**config.mk**
```make
export PLATFORM = sky130hd
export DESIGN_NAME = casc_counter
export DESIGN_NICKNAME = d
export VERILOG_FILES = /design/src/rtl/casc_counter.sv
export SDC_FILE = /design/constraint.sdc
export NUM_CORES = 1
export LEC_CHECK = 0
export ABC_AREA = 1
export CORE_MARGIN = 1.5
export CORE_UTILIZATION = 35
export DETAILED_ROUTE_END_ITERATION = 16
export GPL_TIMING_DRIVEN = 0
export PLACE_DENSITY = 0.67
export SLEW_MARGIN = 25
export SYNTH_ARGS = -nofsm -noshare
export SYNTH_HDL_FRONTEND = slang
export SYNTH_SLANG_ARGS = --single-unit
```
**constraint.sdc**
```tcl
create_clock -name clk -period 3.8 [get_ports clk]
set_input_delay 0.76 -clock clk [delete_from_list [all_inputs] [get_ports clk]]
set_output_delay 0.76 -clock clk [all_outputs]
set_load 0.01 [all_outputs]
```
**src/rtl/casc_counter.sv**
```systemverilog
// Cascaded RADIX-digit up/down counter with a prescaled count tick, sticky wrap flag
// and a multiplexed active-low 7-segment scan output.
module casc_counter #(
  parameter int DIGITS   = 4,
  parameter int RADIX    = 10,
  parameter int TICK_DIV = 50000,
  parameter int SCAN_DIV = 50000,
  parameter int BLANK    = 1
) (
  input  logic                clk,
  input  logic                clr_n,
  input  logic                en,
  input  logic                up,
  input  logic                load,
  input  logic [4*DIGITS-1:0] din,
  input  logic                clr_ovf,
  output logic [4*DIGITS-1:0] q,
  output logic                tc,
  output logic                ovf,
  output logic                tick,
  output logic [DIGITS-1:0]   an,
  output logic [6:0]          seg
);

  localparam int TW = (TICK_DIV > 1) ? $clog2(TICK_DIV) : 1;
  localparam int SW = (SCAN_DIV > 1) ? $clog2(SCAN_DIV) : 1;
  localparam int IW = (DIGITS > 1) ? $clog2(DIGITS) : 1;
  localparam logic [3:0]    DMAX  = 4'(RADIX - 1);
  localparam logic [TW-1:0] TLAST = TW'(TICK_DIV - 1);
  localparam logic [SW-1:0] SLAST = SW'(SCAN_DIV - 1);
  localparam logic [IW-1:0] ILAST = IW'(DIGITS - 1);

  // Hex digit to active-low {g,f,e,d,c,b,a}
  function automatic logic [6:0] hex_seg(input logic [3:0] d);
    case (d)
      4'h0:    hex_seg = 7'h40;
      4'h1:    hex_seg = 7'h79;
      4'h2:    hex_seg = 7'h24;
      4'h3:    hex_seg = 7'h30;
      4'h4:    hex_seg = 7'h19;
      4'h5:    hex_seg = 7'h12;
      4'h6:    hex_seg = 7'h02;
      4'h7:    hex_seg = 7'h78;
      4'h8:    hex_seg = 7'h00;
      4'h9:    hex_seg = 7'h10;
      4'hA:    hex_seg = 7'h08;
      4'hB:    hex_seg = 7'h03;
      4'hC:    hex_seg = 7'h46;
      4'hD:    hex_seg = 7'h21;
      4'hE:    hex_seg = 7'h06;
      4'hF:    hex_seg = 7'h0E;
      default: hex_seg = 7'h7F;
    endcase
  endfunction

  logic [TW-1:0]       presc_r;
  logic [SW-1:0]       sdiv_r;
  logic [IW-1:0]       idx_r;
  logic [4*DIGITS-1:0] q_r;
  logic [4*DIGITS-1:0] q_nxt_s;
  logic [4*DIGITS-1:0] din_clamp_s;
  logic [DIGITS-1:0]   blank_s;
  logic [DIGITS-1:0]   an_r;
  logic [6:0]          seg_r;
  logic                ovf_r;
  logic                tc_s;
  logic                tick_s;
  logic                step_s;

  // Tick is masked while in reset so TICK_DIV=1 still reads 0 under clr_n
  assign tick_s = clr_n & (presc_r == TLAST);
  assign step_s = tick_s & en & ~load;

  // Free-running count prescaler
  always_ff @(posedge clk or negedge clr_n) begin
    if (!clr_n) begin
      presc_r <= '0;
    end else if (presc_r == TLAST) begin
      presc_r <= '0;
    end else begin
      presc_r <= presc_r + TW'(1);
    end
  end

  // Whole-cascade next value in one cycle; chain ends up as the terminal-count flag
  always_comb begin
    logic       chain;
    logic [3:0] d;
    chain   = 1'b1;
    d       = 4'd0;
    q_nxt_s = q_r;
    for (int i = 0; i < DIGITS; i++) begin
      d = q_r[4*i +: 4];
      if (chain) begin
        if (up) begin
          q_nxt_s[4*i +: 4] = (d == DMAX) ? 4'd0 : d + 4'd1;
        end else begin
          q_nxt_s[4*i +: 4] = (d == 4'd0) ? DMAX : d - 4'd1;
        end
      end else begin
        q_nxt_s[4*i +: 4] = d;
      end
      if (up) begin
        chain = chain & (d == DMAX);
      end else begin
        chain = chain & (d == 4'd0);
      end
    end
    tc_s = chain;
  end

  // Out-of-range load digits saturate to the top digit value
  always_comb begin
    logic [3:0] d;
    d           = 4'd0;
    din_clamp_s = '0;
    for (int i = 0; i < DIGITS; i++) begin
      d = din[4*i +: 4];
      if ({1'b0, d} >= 5'(RADIX)) begin
        din_clamp_s[4*i +: 4] = DMAX;
      end else begin
        din_clamp_s[4*i +: 4] = d;
      end
    end
  end

  // Counter value and sticky wrap flag; a wrap outranks a same-cycle clear
  always_ff @(posedge clk or negedge clr_n) begin
    if (!clr_n) begin
      q_r   <= '0;
      ovf_r <= 1'b0;
    end else begin
      if (load) begin
        q_r <= din_clamp_s;
      end else if (step_s) begin
        q_r <= q_nxt_s;
      end else begin
        q_r <= q_r;
      end
      if (step_s && tc_s) begin
        ovf_r <= 1'b1;
      end else if (clr_ovf) begin
        ovf_r <= 1'b0;
      end else begin
        ovf_r <= ovf_r;
      end
    end
  end

  // Leading-zero mask: a digit blanks when it and every higher digit are zero
  always_comb begin
    logic upper_zero;
    upper_zero = 1'b1;
    blank_s    = '0;
    for (int i = DIGITS - 1; i >= 0; i--) begin
      upper_zero = upper_zero & (q_r[4*i +: 4] == 4'd0);
      if ((BLANK != 0) && (i > 0)) begin
        blank_s[i] = upper_zero;
      end else begin
        blank_s[i] = 1'b0;
      end
    end
  end

  // Scan divider, digit index and registered display drive
  always_ff @(posedge clk or negedge clr_n) begin
    if (!clr_n) begin
      sdiv_r <= '0;
      idx_r  <= '0;
      an_r   <= '1;
      seg_r  <= 7'h7F;
    end else begin
      if (sdiv_r == SLAST) begin
        sdiv_r <= '0;
        idx_r  <= (idx_r == ILAST) ? '0 : idx_r + IW'(1);
      end else begin
        sdiv_r <= sdiv_r + SW'(1);
        idx_r  <= idx_r;
      end
      an_r  <= ~(DIGITS'(1) << idx_r);
      seg_r <= blank_s[idx_r] ? 7'h7F : hex_seg(q_r[4*idx_r +: 4]);
    end
  end

  assign q    = q_r;
  assign tc   = tc_s;
  assign ovf  = ovf_r;
  assign tick = tick_s;
  assign an   = an_r;
  assign seg  = seg_r;

endmodule

```
Word level (Yosys, flattened, before mapping)
Memories as Yosys holds them, arrays and structs flattened.
Index checks and enable logic that the tools add are counted.
{"block": "op_classes", "bitwise": 13, "n_mul": 0, "add_sub_neg": 11, "reduce_logical": 13, "shifts": 2, "n_eq_ne": 7, "n_lt_le_gt_ge": 5, "div": 0, "n_mux": 33}
{"operator": "4-bit two-way mux", "n": 19}
{"operator": "16-bit two-way mux", "n": 4}
{"operator": "16-bit by 1-bit adder with 16-bit output, second input constant", "n": 2}
{"operator": "16-bit equality test, second input constant", "n": 2}
{"operator": "4-bit by 1-bit adder with 4-bit output, second input constant", "n": 4}
{"operator": "4-bit equality test, second input constant", "n": 4}
{"operator": "4-bit greater-or-equal comparator, second input constant", "n": 4}
{"operator": "4-bit zero test", "n": 4}
{"operator": "16-bit by 5-bit indexed part select with 4-bit output", "n": 1}
{"operator": "4-bit by 1-bit subtractor with 4-bit output, second input constant", "n": 4}
{"operator": "1-bit AND", "n": 11}
{"operator": "2-bit nonzero test", "n": 5}
{"operator": "1-bit two-way mux", "n": 7}
{"operator": "7-bit two-way mux", "n": 1}
{"operator": "2-bit AND reduction", "n": 3}
{"operator": "4-bit NOT", "n": 1}
{"operator": "1-bit by 2-bit << shifter with 4-bit output, first input constant", "n": 1}
{"operator": "2-bit by 3-bit < comparator with 1-bit output, second input constant", "n": 1}
{"operator": "2-bit by 1-bit adder with 2-bit output, second input constant", "n": 1}
{"operator": "1-bit binary-select mux with 2-bit select", "n": 1}
{"operator": "2-bit equality test, second input constant", "n": 1}
{"operator": "2-bit two-way mux", "n": 1}
{"operator": "1-bit logical AND", "n": 1}
{"operator": "1-bit NOT", "n": 1}
{"block": "totals", "rom_bits": 112, "latch_bits": 0, "regBits": 62, "out_inout_bits": 30, "n_memories": 1, "ram_bits": 0, "inputBits": 22, "elab_cells": 95}
{"memory": "(name not given)", "depth": 16, "width": 7, "read_ports": 1, "rd_ports_with_merged_regs": 0, "wr": 0, "line": "35", "source": "case (d)"}

Longest topological paths before layout
Gate-level depths: netlist of the first run.
{"block": "logic_depth", "ltp_word": 10, "depth_mapped": 11, "ltp_nobuf": 11}

Worst setup path before layout of the first run
Ideal clock, no wire load.
{"block": "synth_path", "path_kind": "in2out", "startpoint": "input port up", "endpoint": "output port tc", "path_buffers": 1, "required_time_ns": 3.040, "slack_ns": 1.772, "arrival_ns": 1.268, "path_stages": 5, "cell_sequence": "inv_2 > buf_2 > a21oi_1 > nand3_1 > inv_1"}
{"block": "synth_between", "elab_chain_len": 7, "elab_cells_between_ends": 10, "cone_classes": "mux: 4; bitwise: 6"}
{"element": "start: declaration", "line": "13", "source": "input logic up,"}
{"element": "1-bit two-way mux", "line": "103", "source": "if (up) begin"}
{"element": "1-bit AND, on equally long branches", "line": "106, 104"}
{"element": "1-bit two-way mux", "line": "103"}
{"element": "1-bit AND, on equally long branches", "line": "106, 104"}
{"element": "1-bit two-way mux", "line": "103"}
{"element": "1-bit AND, on equally long branches", "line": "106, 104"}
{"element": "1-bit two-way mux *", "line": "103"}
{"element": "end: declaration", "line": "18", "source": "output logic tc,"}
Mark *: on every way between the ends. The rest lies on a longest branch, timed or not.

Worst setup path in the final report of the first run
Ends and elaborated chain as after synthesis.

==> results of run 1 <==
[power groups by stage]
stage	clock, mW	sequential [mW]	combinational [mW]
floorplan	0	0.799	0.303
finish	0.939	0.783	0.532
CTS	0.959	0.782	0.532
global placement	0	0.793	0.516
detailed placement	0	0.793	0.529
global route	0.993	0.791	0.601
[worst max path at each step]
stage	start	to	slack (ps)	cells past startpoint
4_1_cts	up	tc	370	7
5_1_grt	up	tc	260	7
6_report	up	tc	340	7
2_1_floorplan	up	tc	1770	5
3_5_place_dp	up	tc	380	7
3_3_place_gp	clr_n	tick	-1470	4
[state kept, by name, indices dropped and copies added, names as in the netlist]
signal / flops
an: 4
idx_r: 2
ovf: 1
presc_r: 16
q: 16
sdiv_r: 16
seg: 7
[worst register-to-register path, cell delays in order (launching register included)]
cell     delay [ps]
dfrtp_1         480
buf_4           220
a21oi_1         130
o21ai_0         100
nand2_1         230
inv_1           100
ha_1            200
inv_1            70
nor2_1           60
o21ai_0         150
nand4_1         110
[logic make-up after synthesis]
family                   Yosys count  synth area share, %
buffers and inverters             96                 9.48
adder cells (fa/ha/maj)           12                 3.64
XOR/XNOR                          12                 2.54
flip-flops                        62                 37.9
AND/OR/NAND/NOR                  346                 37.4
AO/OA/AOI/OAI                     69                 9.00
[cell type report]
cell class | instances | area, µm²
inverters | 83 | 314
flip-flops and latches | 62 | 1570
fillers | 1109 | 6290
multi-input cells | 439 | 2170
clock buffers | 10 | 229
plain buffers | 13 | 77.6
well taps | 143 | 179
repair buffers | 51 | 526
clock inverters | 6 | 109
[per-stage QoR]
| step | instances | setup WS (ps) |
|---|---|---|
| 3_5_place_dp | 791 | 376 |
| 4_1_cts | 807 | 368 |
| 5_1_grt | 807 | 257 |
| 3_3_place_gp | 790 | -1470 |
| 2_1_floorplan | 597 | 1770 |
| 6_report | 807 | 336 |
[cells in the mapped netlist, types with 2 or more instances]
master    instances  area share (%)
o21bai_1          2            0.36
o211ai_1          2            0.36
nor2_1           59             5.4
xor2_1           11             2.3
inv_1            71             6.5
dfrtp_1          51              31
a21oi_1          17             2.1
nor2_4            3            0.82
dfstp_2          11             7.0
buf_6             2            0.55
o21ai_0          36             4.4
o21ai_1           7            0.85
o221ai_1          2            0.42
nand4_1          13             2.0
nand3_1          57             6.9
and2_1            2            0.30
nand2_1         175              16
nand2_4           4             1.1
ha_1             12             3.6
nand2_2          11             1.7
inv_2            10            0.91
buf_2             8            0.97
nor2_2            9             1.4
nor3_1            9             1.1
[routing by layer]
layer / vias up / GRT usage (%) / routed length (µm) / part of all wire [%]
li1: 2012 / - / - / -
met1: 1881 / 21.1 / 4400 / 42
met2: 109 / 31.2 / 5260 / 50
met3: 14 / 4.08 / 591 / 5.7
met4: 0 / 6.16 / 176 / 1.7
met5: - / 0 / 0 / 0
==> summary.txt, run 1 <==
STA
  • Final worst path period share: 91.2%
  • Slew Viols, Final: 0
  • Fin Setup TNS: 0 ps
  • RSZ-0062 raised after global routing: false
  • Slew HR: 68.8%
  • Clock skew: 13.7 ps
  • Fmax achieved: 289 MHz
  • Final min period: 3460 ps
  • Worst Tran Pin Value: around 470 ps
  • Setup violators final: 0
  • Hold WS: 299 ps
  • Final hold viol count: 0

Floorplanning
  • Die area: 12500 µm²
  • Initial Utilization: 36.0%
  • Die X: ~110 µm
  • # IOs: 52
  • Die Ht: 112 µm
  • Cell Rows: 39
  • CORE AREA: 11500 µm²

Routing
  • Avg WL per Cell: around 13 µm
  • DR DRC count: 0
  • First-pass DRT Iterations: 5
  • DR vias: between 4000 and 5000
  • Total Wirelength: around 10 mm
  • DR iter-0 viols: between 200 and 300
  • ANT nets after route: 0
  • Via-per-instance ratio: 4.98

Worst setup path
  • CP delay by family, top: buffers and inverters
  • WP data required: 3040 ps
  • RR Startpoint: idx_r[0]$_DFFE_PN0N_
  • Reg2reg end: seg[0]$_DFF_PN1_
  • WP buf/inv: 5
  • Crit path kind: input pin to primary output
  • R2R Setup Slk: 1840 ps
  • Max incr delay on CP: 580 ps
  • Slowest cell on crit path: clkdlybuf4s50_1
  • Arr. time, crit path: 2700 ps
  • Crit. End Element: primary output
  • Setup crit start kind: input pin
  • Crit path cell chain: clkdlybuf4s50_1 -> inv_2 -> buf_2 -> a21oi_1 -> nand3_1 -> inv_1 -> clkdlybuf4s50_1
  • Worst R2R Path Depth: 10
  • Peak fanout along the critical path: 10
  • Most frequent CP cell: clkdlybuf4s50_1

Yosys
  • EDFF count, synth: 0
  • Synth warn: 0
  • FFs w/ async S/R, synth: 100%
  • Syn avg cell area: 6.92 µm²
  • Post-Syn Nets: 631
  • Synthesized instance count: 597
  • Yosys reg bits: 62
  • Seq/Total Area, Yosys: 37.9%
  • Netlist cell types: 37
  • Mapped Area: around 4100 µm²
  • Ys flop type: dfrtp_1

Placed design
  • DP Area: ~4800 µm²
  • DP HPWL: around 7.9 mm
  • Port Buffers: 50
  • Final weighted congestion in routability-driven placement: 0.968

Global route
  • Total gr overflow: 0
  • Largest net degree at the start of global routing: 52
  • Initial antenna violation count: 0
  • Global-route wire length before repair: 18.1 mm
  • Vias in the first global route: 4011
  • GRT Total Usage: between 15 and 20%

Job
  • Maximum capacitance violations: 0

Pwr
  • Register share of total power: 34.7%
  • Clock power frac: 41.7%
  • Net Sw Power: 0.671 mW
  • Pleak: 2.57 nW
  • Switching share of power: 29.7%
  • Internal: 1.58 mW
  • Part of the power in combinational logic: 23.6%
  • Peak VDD IR: between 0.2 and 0.25 mV
  • Cell Pwr Density: 436 nW/µm²
  • Pwr Total: 2.25 mW

CTS
  • CTS tree: built
  • Gates resized, CTS repair: 0
  • H-tree levels: 3
  • Sink Count: 62
  • Clock root cell: clkbuf_16
  • Num CTS Buffers: 9
  • Hold buffer count at cts: 0
  • Post-CTS setup repair buffer count: 0
  • Reg clk slew, reported paths: 60 ps
  • CTS max path bufs: 2
  • Worst-skew pair later-pin latency: 330 ps

Layout
  • Syn-to-layout area delta: 25.2%
  • ANT cells: 0
  • Design Area, Final: 5170 µm²
  • Commonest non-fill, non-tap cell in the layout: nand2_1
  • NumNets Final: 693
  • Commonest cells after routing, fill and taps aside: nand2_1, inv_1, nor2_1
  • Layout cells sized above 1: between 10% and 20%
  • Final core occ: 45.1%

Hold path
  • Min-Delay Path Class: input pin to async pin

Run status
  • Status: completed
Note: power is estimated with default switching activity, not from simulation.
==> run 2, diff against run 1 <==
--- a/config.mk
+++ b/config.mk
@@ -7,10 +7,10 @@
 export LEC_CHECK = 0
 export ABC_AREA = 1
 export CORE_MARGIN = 1.5
-export CORE_UTILIZATION = 35
+export CORE_UTILIZATION = 61
 export DETAILED_ROUTE_END_ITERATION = 16
 export GPL_TIMING_DRIVEN = 0
-export PLACE_DENSITY = 0.67
+export PLACE_DENSITY = 0.95
 export SLEW_MARGIN = 25
 export SYNTH_ARGS = -nofsm -noshare
 export SYNTH_HDL_FRONTEND = slang
==> run 2 against run 1 <==
- maximum frequency increased by 2.3%
- clock power down 34%
- final area is 4.3% lower
- clock skew is essentially flat
- critical path depth unchanged
- cell count decreased by 8.2%
- sequential share of layout area is 1.4 points higher
- die area fell by 42%
- largest power group is now registers
==> summary.txt, run 2 (synthesized netlist as in run 1, its figures left out) <==
Run status
  • Status: completed

STA
  • Fmax achieved: roughly 300 MHz
  • Slew HR: 67.9%
  • Final worst path period share: 89.2%
  • Fin worst setup slack: around 400 ps
  • Setup violators final: 0
  • Worst Tran Pin Value: 482 ps
  • Hold WS: ~320 ps
  • RSZ-0062 raised after global routing: false
  • Final min period: 3390 ps
  • Slew Viols, Final: 0
  • Clock skew: 13.6 ps
  • Final hold viol count: 0

Global route
  • Largest net degree at the start of global routing: 43
  • Vias in the first global route: 4113
  • Total gr overflow: 0
  • Global-route wire length before repair: roughly 18 mm
  • GRT Total Usage: around 31%
  • Initial antenna violation count: 0

CTS
  • Sink Count: 62
  • Clock root cell: clkbuf_8
  • Worst-skew pair later-pin latency: 350 ps
  • H-tree levels: 3
  • Gates resized, CTS repair: 0
  • CTS max path bufs: 2
  • Post-CTS setup repair buffer count: 0
  • Hold buffer count at cts: 0
  • CTS tree: built
  • Reg clk slew, reported paths: 70 ps
  • Num CTS Buffers: 9

Hold path
  • Min-Delay Path Class: input pin to async pin

Routing
  • ANT nets after route: 0
  • DR iter-0 viols: 377
  • Via-per-instance ratio: 5.77
  • DR vias: ~4300
  • Total Wirelength: 10.7 mm
  • DR DRC count: 0
  • Avg WL per Cell: 14.5 µm
  • First-pass DRT Iterations: 6

Worst setup path
  • Crit path kind: input pin to primary output
  • CP Launch Point: up
  • Worst R2R Path Depth: 10
  • R2R Setup Slk: 1800 ps
  • RR Startpoint: idx_r[0]$_DFFE_PN0N_
  • WP data required: 3040 ps
  • Reg2reg end: seg[0]$_DFF_PN1_
  • Crit. End Element: primary output
  • Arr. time, crit path: 2630 ps
  • Peak fanout along the critical path: 10
  • Crit path capture: tc
  • Setup crit start kind: input pin

Layout
  • Syn-to-layout area delta: 19.9%
  • Final-layout fill cell count: 468
  • Final core occ: 76.7%
  • Commonest cells after routing, fill and taps aside: nand2_1, inv_1, nor2_1
  • Commonest non-fill, non-tap cell in the layout: nand2_1
  • Design Area, Final: 4950 µm²
  • ANT cells: 0
  • NumNets Final: 693
  • Layout cells sized above 1: 11.7%
  • Seq. cell area: between 1500 and 2000 µm²
  • Area of the multi-input gates: 2170 µm²

Floorplanning
  • # IOs: 52
  • CORE AREA: 6460 µm²
  • Cell Rows: 29
  • Die area: 7270 µm²
  • Initial Utilization: 63.9%
  • Die X: roughly 85 µm
  • Die Ht: 85.3 µm

Job
  • Maximum capacitance violations: 0

Placed design
  • DP HPWL: 7.51 mm
  • Final weighted congestion in routability-driven placement: 0.967
  • Port Buffers: 50
  • DP Area: 4740 µm²
  • Pre-CTS setup slack: 434 ps

Pwr
  • Peak VDD IR: around 0.28 mV
  • Pleak: about 2.5 nW
  • Cell Pwr Density: 394 nW/µm²
## run 2: per-layer routing
metal	part of all wire, %	track usage [%]	up-vias
met5	0	0	-
met4	3.3	15.5	0
li1	-	-	2022
met1	39	37.0	1951
met3	8.6	5.45	47
met2	49	54.6	256
## run 2: worst max-delay path, stage by stage
cell	delay, ps
clkdlybuf4s50_1	570
inv_2	110
buf_2	220
a21oi_1	170
nand3_1	170
inv_1	90
clkdlybuf4s50_1	530
## run 2: where the power goes
| group | internal [mW] | leakage (nW) | switching [mW] |
|---|---|---|---|
| clock network | 0.358 | 0.104 | 0.266 |
| logic | 0.225 | 1.63 | 0.318 |
| registers | 0.716 | 0.775 | 0.0648 |
## run 2: cell type report
type                       count  area share, %
inverter                      83           6.34
clock buffer                  15           3.56
buffer                        13           1.57
tap                           77           1.95
multi-input combinational    439           43.9
timing repair buffer          51           10.5
clock inverter                 1          0.607
sequential                    62           31.6
## run 2: per-stage QoR
| stage | power [mW] | TNS (ps) | cells |
|---|---|---|---|
| 2_1_floorplan | 1.10 | 0 | 597 |
| 3_5_place_dp | 1.32 | 0 | 725 |
| 4_1_cts | 1.94 | 0 | 741 |
| 3_3_place_gp | 1.29 | -14100 | 724 |
| 6_report | 1.95 | 0 | 741 |
| 5_1_grt | 2.04 | 0 | 741 |
## run 2: worst min path at each step
stage                                    start              endpoint  slack, ps  cells past startpoint
after floorplan           presc_r[0]$_DFF_PN0_  presc_r[0]$_DFF_PN0_        430                      1
after global placement    presc_r[0]$_DFF_PN0_  presc_r[0]$_DFF_PN0_        450                      1
after detailed placement  presc_r[0]$_DFF_PN0_  presc_r[0]$_DFF_PN0_        450                      1
after CTS                                clr_n   sdiv_r[8]$_DFF_PN0_        330                      1
after global routing                     clr_n      q[6]$_DFFE_PN0P_        340                      1
final                                    clr_n   sdiv_r[8]$_DFF_PN0_        320                      1
==> run 3, diff against run 2 <==
--- a/config.mk
+++ b/config.mk
@@ -7,10 +7,10 @@
 export LEC_CHECK = 0
 export ABC_AREA = 1
 export CORE_MARGIN = 1.5
-export CORE_UTILIZATION = 61
+export CORE_UTILIZATION = 45
 export DETAILED_ROUTE_END_ITERATION = 16
 export GPL_TIMING_DRIVEN = 0
-export PLACE_DENSITY = 0.95
+export PLACE_DENSITY = 0.79
 export SLEW_MARGIN = 25
 export SYNTH_ARGS = -nofsm -noshare
 export SYNTH_HDL_FRONTEND = slang
==> constraint.sdc (replaced) <==
create_clock -name clk -period 3.8 [get_ports clk]
set_input_delay 0.76 -clock clk [delete_from_list [all_inputs] [get_ports clk]]
set_output_delay 0.76 -clock clk [all_outputs]
set_load 0.02 [all_outputs]
==> run 3 against run 2 <==
- the run now ends with design-rule violations left
- die area up 34%
- flip-flop and latch count unchanged
- clock power down 1%
- core utilization down 20 points
- maximum frequency down 1.2%
- non-clock buffer count unchanged
==> summary.txt, run 3 (synthesized netlist as in run 1, its figures left out) <==
Worst setup path
  • Reg2reg end: seg[0]$_DFF_PN1_
  • WP data required: 3040 ps
  • R2R Setup Slk: 1860 ps
  • CP delay by family, top: buffers and inverters
  • Slowest cell on crit path: clkdlybuf4s50_1
  • Crit path cell chain: clkdlybuf4s50_1 -> inv_2 -> buf_2 -> a21oi_1 -> nand3_1 -> inv_1 -> clkdlybuf4s50_1
  • Peak fanout along the critical path: 10
  • Most frequent CP cell: clkdlybuf4s50_1
  • RR Startpoint: idx_r[0]$_DFFE_PN0N_
  • Crit. End Element: primary output
  • Arr. time, crit path: roughly 2700 ps
  • Worst R2R Path Depth: 10
  • Max incr delay on CP: 600 ps
  • Crit path kind: input pin to primary output
  • WP buf/inv: 5
  • Setup crit start kind: input pin

STA
  • Setup violators final: 0
  • Final hold viol count: 0
  • Fmax achieved: ~290 MHz
  • Worst Tran Pin Value: 434 ps
  • Clock skew: 8.59 ps
  • Fin worst setup slack: 371 ps
  • Fin Setup TNS: 0 ps
  • Hold WS: roughly 310 ps
  • Slew Viols, Final: 0
  • Final min period: ~3400 ps
  • RSZ-0062 raised after global routing: false
  • Final worst path period share: 90.2%
  • Slew HR: between 70% and 80%

Hold path
  • Min-Delay Path Class: input pin to async pin

Floorplanning
  • # IOs: between 50 and 60
  • Die Ht: 98.8 µm
  • CORE AREA: 8810 µm²
  • Cell Rows: 34
  • Initial Utilization: 46.9%
  • Die X: 98.8 µm
  • Die area: 9760 µm²

Run status
  • Status: finished, violations left
  • Failing checks: design-rule violations

Global route
  • Global-route wire length before repair: 17.7 mm
  • Total gr overflow: 0
  • Initial antenna violation count: 0
  • GRT Total Usage: 22.7%
  • Largest net degree at the start of global routing: 43
  • Vias in the first global route: 3972

CTS
  • Num CTS Buffers: 9
  • Worst-skew pair later-pin latency: 350 ps
  • Sink Count: 62
  • Reg clk slew, reported paths: 70 ps
  • CTS max path bufs: 2
  • H-tree levels: 3
  • Hold buffer count at cts: 0
  • Gates resized, CTS repair: 0
  • Clock root cell: clkbuf_8
  • CTS tree: built
  • Post-CTS setup repair buffer count: 0

Job
  • Maximum capacitance violations: 0

Placed design
  • Post-Place Cells: 756
  • Pre-CTS setup slack: 371 ps
  • Port Buffers: 50
  • DP HPWL: 7.88 mm
  • Final weighted congestion in routability-driven placement: 0.895

Routing
  • DR iter-0 viols: 236
  • DR vias: 4040
  • Via-per-instance ratio: 5.23
  • DR DRC count: 3
  • Avg WL per Cell: around 13 µm
  • ANT nets after route: 0
  • Total Wirelength: 10.2 mm
  • First-pass DRT Iterations: 11

Pwr
  • Pwr Total: about 2.0 mW
  • Cell Pwr Density: 395 nW/µm²
  • Peak VDD IR: 0.225 mV
  • Pleak: ~2.5 nW

Layout
  • Post-Layout Cell Count: 772
  • Commonest non-fill, non-tap cell in the layout: nand2_1
  • Commonest cells after routing, fill and taps aside: nand2_1, inv_1, nor2_1
  • NumNets Final: 693
  • ANT cells: 0
  • Syn-to-layout area delta: 20.8%
  • Final-layout fill cell count: just over 800
  • Layout cells sized above 1: 11.7%
[run 3: cell type report]
type                            count  area (µm²)  area share, %
Sequential cell                    62        1570           31.4
Clock inverter                      1        30.0          0.602
Clock buffer                       15         176           3.54
Inverter                           83         314           6.29
Buffer                             13        77.6           1.55
Multi-Input combinational cell    439        2170           43.6
Tap cell                          108         135           2.71
Timing Repair Buffer               51         518           10.4
[run 3: routing by layer]
| layer | share of wire (%) | vias up | global-route usage, % |
|---|---|---|---|
| met1 | 44 | 1865 | 27.6 |
| met4 | 2.5 | 0 | 11.5 |
| met3 | 4.8 | 21 | 3.26 |
| li1 | - | 2022 | - |
| met2 | 48 | 132 | 39.2 |
| met5 | 0 | - | 0 |
[run 3: worst max-delay path by stage]
stage,endpoint,startpoint,depth (start not counted),slack (ps)
floorplan,tc,up,5,1720
global placement,tick,clr_n,4,-1450
detailed placement,tc,up,7,370
CTS,tc,up,7,370
global route,tc,up,7,290
finish,tc,up,7,370
[run 3: power breakdown]
group | internal, mW | total, mW | leakage [nW] | switching (mW)
clock network | 0.358 | 0.618 | 0.104 | 0.259
logic | 0.226 | 0.573 | 1.63 | 0.347
registers | 0.716 | 0.781 | 0.775 | 0.0647
[run 3: stage by stage]
step | util, % | area, µm²
floorplan | - | 4130
global placement | 54.1 | 4770
detailed placement | 54.3 | 4780
CTS | 56.7 | 4990
global route | 56.7 | 4990
finish | 56.7 | 4990
